**config.mk**
```make
export PLATFORM = sky130hd
export DESIGN_NAME = ts_packet_arbiter
export DESIGN_NICKNAME = d
export VERILOG_FILES = /design/src/rtl/ts_pkg.sv /design/src/rtl/ts_rr_arbiter.sv /design/src/rtl/ts_packet_arbiter.sv
export SDC_FILE = /design/constraint.sdc
export NUM_CORES = 1
export LEC_CHECK = 0
export BUFFER_PORTS_ARGS = -buffer_cell sky130_fd_sc_hd__buf_2
export CORE_MARGIN = 3
export CORE_UTILIZATION = 54
export DETAILED_ROUTE_END_ITERATION = 8
export HOLD_SLACK_MARGIN = 0.15
export PLACE_DENSITY = 0.79
export SLEW_MARGIN = 20
export SYNTH_ARGS = -nofsm -noshare
export SYNTH_HDL_FRONTEND = slang
export SYNTH_SLANG_ARGS = --single-unit
```
**constraint.sdc**
```tcl
create_clock -name clk -period 3.98 [get_ports clk]
set_clock_uncertainty 0.05 [all_clocks]
set_input_delay 0.199 -clock clk [delete_from_list [all_inputs] [get_ports clk]]
set_output_delay 0.199 -clock clk [all_outputs]
set_load 0.1 [all_outputs]
```
**src/rtl/ts_pkg.sv**
```systemverilog
// Shared constants and FSM state encoding for the TS packet arbiter.
package ts_pkg;
    localparam int         TS_PKT_LEN   = 188;
    localparam logic [7:0] TS_SYNC_BYTE = 8'h47;

    typedef enum logic [1:0] {
        IDLE  = 2'd0,
        XFER  = 2'd1,
        DRAIN = 2'd2
    } state_t;
endpackage

```
**src/rtl/ts_rr_arbiter.sv**
```systemverilog
// Combinational rotating-priority picker: the first requester after i_last
// (wrapping modulo NUM_SRC) wins and is returned one-hot and as an index.
module ts_rr_arbiter #(
    parameter int NUM_SRC = 4,
    parameter int IDX_W   = $clog2(NUM_SRC)
) (
    input  logic [NUM_SRC-1:0] i_req,
    input  logic [IDX_W-1:0]   i_last,
    output logic [NUM_SRC-1:0] o_gnt,
    output logic [IDX_W-1:0]   o_idx
);
    logic [IDX_W-1:0] w_cand;
    logic             w_found;

    always_comb begin
        o_gnt   = '0;
        o_idx   = '0;
        w_found = 1'b0;
        w_cand  = '0;
        for (int k = 1; k <= NUM_SRC; k++) begin
            w_cand = IDX_W'((int'(i_last) + k) % NUM_SRC);
            if (!w_found && i_req[w_cand]) begin
                w_found       = 1'b1;
                o_gnt[w_cand] = 1'b1;
                o_idx         = w_cand;
            end
        end
    end
endmodule

```
**src/rtl/ts_packet_arbiter.sv**
```systemverilog
// Packet-granular round-robin merge of NUM_SRC TS byte streams with a 2-entry skid buffer.
// Optional `SYNC_CHECK_EN: drop packets whose first byte is not the TS sync byte.
module ts_packet_arbiter
    import ts_pkg::*;
#(
    parameter int NUM_SRC    = 4,
    parameter int DATA_WIDTH = 8,
    parameter int PKT_LEN    = TS_PKT_LEN
) (
    input  logic                          clk,
    input  logic                          reset,
    input  logic [NUM_SRC-1:0]            src_pkt_rdy,
    output logic [NUM_SRC-1:0]            src_rd_en,
    input  logic [NUM_SRC*DATA_WIDTH-1:0] src_data,
    output logic [NUM_SRC-1:0]            grant,
    output logic                          busy,
    output logic [DATA_WIDTH-1:0]         out_data,
    output logic                          out_valid,
    input  logic                          out_ready,
    output logic                          out_sop,
    output logic                          out_eop,
    output logic [$clog2(NUM_SRC)-1:0]    out_src,
    output logic [NUM_SRC-1:0]            sync_err
);
    localparam int IDX_W = $clog2(NUM_SRC);
    localparam int CNT_W = $clog2(PKT_LEN);

    state_t                r_state, w_state_nx;
    logic [NUM_SRC-1:0]    r_grant;
    logic [IDX_W-1:0]      r_gidx, r_last;
    logic [CNT_W-1:0]      r_rd_cnt, r_byte_cnt;
    logic                  r_inflight;
    logic [1:0]            r_sk_cnt;
    logic [DATA_WIDTH-1:0] r_sk0, r_sk1;
    logic                  r_drop;
    logic [NUM_SRC-1:0]    r_sync_err;

    logic [NUM_SRC-1:0]    w_arb_gnt;
    logic [IDX_W-1:0]      w_arb_idx;
    logic [DATA_WIDTH-1:0] w_src_bytes [NUM_SRC];
    logic [DATA_WIDTH-1:0] w_din;
    logic [2:0]            w_occ;
    logic                  w_rd, w_pop, w_push, w_bad, w_drop, w_eop_acc, w_grab;

    ts_rr_arbiter #(
        .NUM_SRC (NUM_SRC),
        .IDX_W   (IDX_W)
    ) u_rr (
        .i_req  (src_pkt_rdy),
        .i_last (r_last),
        .o_gnt  (w_arb_gnt),
        .o_idx  (w_arb_idx)
    );

    for (genvar i = 0; i < NUM_SRC; i++) begin : g_unpack
        assign w_src_bytes[i] = src_data[i*DATA_WIDTH +: DATA_WIDTH];
    end

    assign w_din     = w_src_bytes[r_gidx];
    assign out_valid = (r_sk_cnt != 2'd0);
    assign w_pop     = out_valid && out_ready;
    assign w_eop_acc = w_pop && out_eop;
    assign w_grab    = (r_state == IDLE) && (|src_pkt_rdy);

    // Occupancy the skid will have once this cycle's pop is taken; a read issued now
    // lands two edges later, so it is safe whenever that figure is below two.
    assign w_occ = {1'b0, r_sk_cnt} + {2'b00, r_inflight} - {2'b00, w_pop};
    assign w_rd  = (r_state == XFER) && (w_occ < 3'd2);

`ifdef SYNC_CHECK_EN
    logic r_first;

    always_ff @(posedge clk) begin
        if (reset) begin
            r_first <= 1'b0;
        end else if (w_grab) begin
            r_first <= 1'b1;
        end else if (r_inflight) begin
            r_first <= 1'b0;
        end
    end

    assign w_bad = r_inflight && r_first && (w_din != DATA_WIDTH'(TS_SYNC_BYTE));
`else
    assign w_bad = 1'b0;
`endif

    assign w_drop = r_drop || w_bad;
    assign w_push = r_inflight && !w_drop;

    always_comb begin
        w_state_nx = r_state;
        case (r_state)
            IDLE:    if (|src_pkt_rdy) w_state_nx = XFER;
            XFER:    if (w_rd && (r_rd_cnt == CNT_W'(PKT_LEN-1))) w_state_nx = DRAIN;
            DRAIN:   if (w_eop_acc || (r_drop && !r_inflight)) w_state_nx = IDLE;
            default: w_state_nx = IDLE;
        endcase
    end

    always_ff @(posedge clk) begin
        if (reset) begin
            r_state    <= IDLE;
            r_grant    <= '0;
            r_gidx     <= '0;
            r_last     <= IDX_W'(NUM_SRC-1);
            r_rd_cnt   <= '0;
            r_inflight <= 1'b0;
            r_sk_cnt   <= 2'd0;
            r_byte_cnt <= '0;
            r_drop     <= 1'b0;
            r_sync_err <= '0;
        end else begin
            r_state    <= w_state_nx;
            r_inflight <= w_rd;
            r_sync_err <= w_bad ? r_grant : '0;
            if (w_bad) r_drop <= 1'b1;
            if (w_rd)  r_rd_cnt <= r_rd_cnt + 1'b1;
            if (w_grab) begin
                r_grant  <= w_arb_gnt;
                r_gidx   <= w_arb_idx;
                r_last   <= w_arb_idx;
                r_rd_cnt <= '0;
                r_drop   <= 1'b0;
            end else if ((r_state == DRAIN) && (w_state_nx == IDLE)) begin
                r_grant  <= '0;
            end
            case ({w_push, w_pop})
                2'b10:   r_sk_cnt <= r_sk_cnt + 2'd1;
                2'b01:   r_sk_cnt <= r_sk_cnt - 2'd1;
                default: r_sk_cnt <= r_sk_cnt;
            endcase
            if (w_pop) begin
                r_byte_cnt <= (r_byte_cnt == CNT_W'(PKT_LEN-1)) ? '0 : r_byte_cnt + 1'b1;
            end
        end
    end

    // Skid storage: r_sk0 is always the head; contents are qualified by r_sk_cnt.
    always_ff @(posedge clk) begin
        if (w_push) begin
            if ((r_sk_cnt == 2'd0) || ((r_sk_cnt == 2'd1) && w_pop)) begin
                r_sk0 <= w_din;
            end else if (r_sk_cnt == 2'd1) begin
                r_sk1 <= w_din;
            end else begin
                r_sk0 <= r_sk1;
                r_sk1 <= w_din;
            end
        end else if (w_pop) begin
            r_sk0 <= r_sk1;
        end
    end

    assign src_rd_en = w_rd ? r_grant : '0;
    assign grant     = r_grant;
    assign busy      = (r_state != IDLE);
    assign out_data  = out_valid ? r_sk0 : '0;
    assign out_sop   = out_valid && (r_byte_cnt == '0);
    assign out_eop   = out_valid && (r_byte_cnt == CNT_W'(PKT_LEN-1));
    assign out_src   = out_valid ? r_gidx : '0;
    assign sync_err  = r_sync_err;
endmodule
```
==> results.sh <==
export IMPL_htree_levels=2
export IMPL_cp_start_kind="register"
export IMPL_ys_types=52
export IMPL_yosys_register_bits=45
export IMPL_power_density_nw_per_um2=800
export IMPL_firstDrtPassIters=4
export IMPL_antenna_left=0
export IMPL_place_congestion=0.841
export IMPL_clock_latency_ns=0.30
export IMPL_grt_overflow_total=0
export IMPL_leakage_nw=1.32
export IMPL_synth_top_family_by_area="simple AND/OR/NAND/NOR gates"
export IMPL_nets=383
export IMPL_ioPinCount=65
export IMPL_tightest_slew_ns=0.765
export IMPL_required_ns=3.73
export IMPL_synth_compound_area_frac=0.101
export IMPL_ys_seq_area_frac=0.389
export IMPL_wl_mm=5.29
export IMPL_syn_inst=273
export IMPL_synthTopCellsByArea="dfxtp_1 (21%), edfxtp_1 (18%), mux4_2 (6.6%)"
export IMPL_antenna_found_initial=0
export IMPL_maxSlewViolCount=0
export IMPL_vdd_drop_max_v=0.000573
export IMPL_dp_hpwl_mm=4.02
export IMPL_cap_violations=0
export IMPL_synthArstFlopShare=0
export IMPL_synth_top_cell_area_share=0.213
export IMPL_cts_sinks=45
export IMPL_hp_class="in2reg"
export IMPL_rsz0062_at_grt="no"
export IMPL_hold_depth=2
export IMPL_synthFlopType="dfxtp_1"
export IMPL_wl_met3_um=256
export IMPL_die_area_sq_um=5950
export IMPL_setup_worst_path_class="reg2out"
export IMPL_synth_fa_ha_area_frac=0.0715
export IMPL_grt_usage=0.183
export IMPL_postCtsHoldBufs=0
export IMPL_ys_warn_count=0
export IMPL_synth_edf_count=16
export IMPL_ff2ff_path_depth=13
export IMPL_num_rows=25
export IMPL_synth_top_area_cell="dfxtp_1"
export IMPL_post_cts_setup_buffer_count=0
export IMPL_power_mw=2.55
export IMPL_synth_common_cells="dfxtp_1 (29), nor2_1 (29), nand2_1 (18)"
export IMPL_fill_cells=406
export IMPL_m1WireLength_mm=2.46
export IMPL_top_layer="met4"
export IMPL_die_h_um=77.1
export IMPL_whs_ns=0.217
export IMPL_start_util=0.567
export IMPL_hold_viol=0
export IMPL_min_period_ns=3.57
export IMPL_cts_resized=0
export IMPL_timing_final_crit_share=0.897
export IMPL_grt_max_degree=19
export IMPL_grt_pass1_vias=2054
export IMPL_yosys_area_share_simple=0.200
export IMPL_synthToLayoutAreaGrowth_pct=16.7
export IMPL_clock_path_buffers=2
export IMPL_synth_area_sq_um=2730
export IMPL_cp_arrival_ns=3.32
export IMPL_root_buffer="clkbuf_8"
export IMPL_tritoncts="done"
export IMPL_io_buffers=60
export IMPL_final_util=0.662
export IMPL_drt_iter0_markers=122
export IMPL_avgSynthCellArea_sq_um=10.0
export IMPL_cts_buffers_inserted=5
export IMPL_via_per_inst=5.40
export IMPL_status="finished clean"
export IMPL_synth_xor_area_share=0.0481
export IMPL_drc_errors=0
export IMPL_setup_viol=0
export IMPL_path_clk_slew_ns=0.09
export IMPL_relSlewSlack=0.490
export IMPL_antenna_cells=0
export IMPL_wl_per_cell_um=13.3
export IMPL_setup_tns_ns=0
export IMPL_wl_met2_mm=2.52
export IMPL_fmax_ghz=0.280
export IMPL_end_kind="output pin"
export IMPL_core_area_sq_um=4820
export IMPL_vias=2145
export IMPL_muxShareOfSynthArea=0.141
export IMPL_drive_gt1_frac=0.297
export IMPL_crit_path_max_fanout=15
export IMPL_die_w_um=77.1
export IMPL_grt_pass1_wl_mm=9.10
==> final timing paths <==
check / start / end / slack, ns
worst max-delay path: r_sk_cnt[1] / src_rd_en[2] / 0.41
worst min-delay path: reset / r_state[0] / 0.22
worst max register to register: r_sk_cnt[1] / r_state[1] / 0.65
worst min register to register: r_state[0] / r_state[1] / 0.46
==> logic make-up after synthesis <==
group | count (synthesis)
AOI/OAI and AO/OA | 40
xor gates and xnor gates | 15
adders and majority gates | 15
buffers and inverters | 27
DFF | 45
muxes | 25
other | 1
and+or+nand+nor | 105
==> layout make-up <==
type                            count  area (sq um)  share of cell area
Clock buffer                        7           119              0.0373
Multi-Input combinational cell    204          1550               0.486
Inverter                           11          41.3              0.0130
Tap cell                           67          83.8              0.0263
Clock inverter                      1          8.76             0.00275
Timing Repair Buffer               62           325               0.102
Sequential cell                    45          1060               0.333
==> power by group <==
group,switching [mW],internal [mW]
registers,0.103,0.593
clock network,0.157,0.202
logic,1.07,0.421
==> placed cells by master (no fill, tap or decap), drive strengths merged, types with 2 or more instances in the layout <==
cell type,netlist,layout
nand4,3,3
inv,11,12
nor2,30,30
conb,1,4
xnor2,8,8
o211ai,2,2
edfxtp,16,16
o221ai,4,4
a21oi,15,15
a31oi,2,2
nand3b,2,2
xor2,7,7
o21ai,5,5
or2,3,3
a22oi,6,6
nand2,18,18
and2,7,7
mux2,14,14
and3,7,7
dfxtp,29,29
ha,14,14
clkbuf,6,11
nand2b,4,4
nor2b,15,15
buf,10,58
and4,2,2
mux2i,3,3
or3,2,2
mux4,8,8
nand3,8,8
==> registers in the layout, indices dropped and copies added, names as in the netlist <==
name        flops
r_sk_cnt        2
grant           4
r_rd_cnt        8
r_inflight      1
r_byte_cnt      8
r_sk0           8
r_state         2
r_last          2
r_sk1           8
r_gidx          2
==> metrics by stage <==
| stage | instance area (sq um) | instances | setup WS (ns) |
|---|---|---|---|
| final | 3190 | 397 | 0.410 |
| after floorplan | 2740 | 276 | 0.825 |
| after global placement | 3050 | 389 | 0.734 |
| after global routing | 3190 | 397 | 0.0258 |
| after CTS | 3180 | 397 | 0.242 |
| after detailed placement | 3050 | 389 | 0.604 |
==> metal layers <==
layer | up-vias | track usage
li1 | 1071 | -
met1 | 1011 | 0.233
met2 | 58 | 0.317
met3 | 5 | 0.0364
met4 | 0 | 0.0498
met5 | - | 0
==> critical path, stage by stage (launching register included) <==
cell	delay (ns)
dfxtp_1	0.42
inv_1	0.09
ha_1	0.36
nor2b_1	0.17
buf_4	0.17
inv_1	0.11
nor2_1	0.18
o21ai_0	0.15
fa_1	0.40
xnor2_1	0.13
and3_1	0.34
and2_1	0.18
clkbuf_4	0.32
Power figures use the tool's default switching activity.
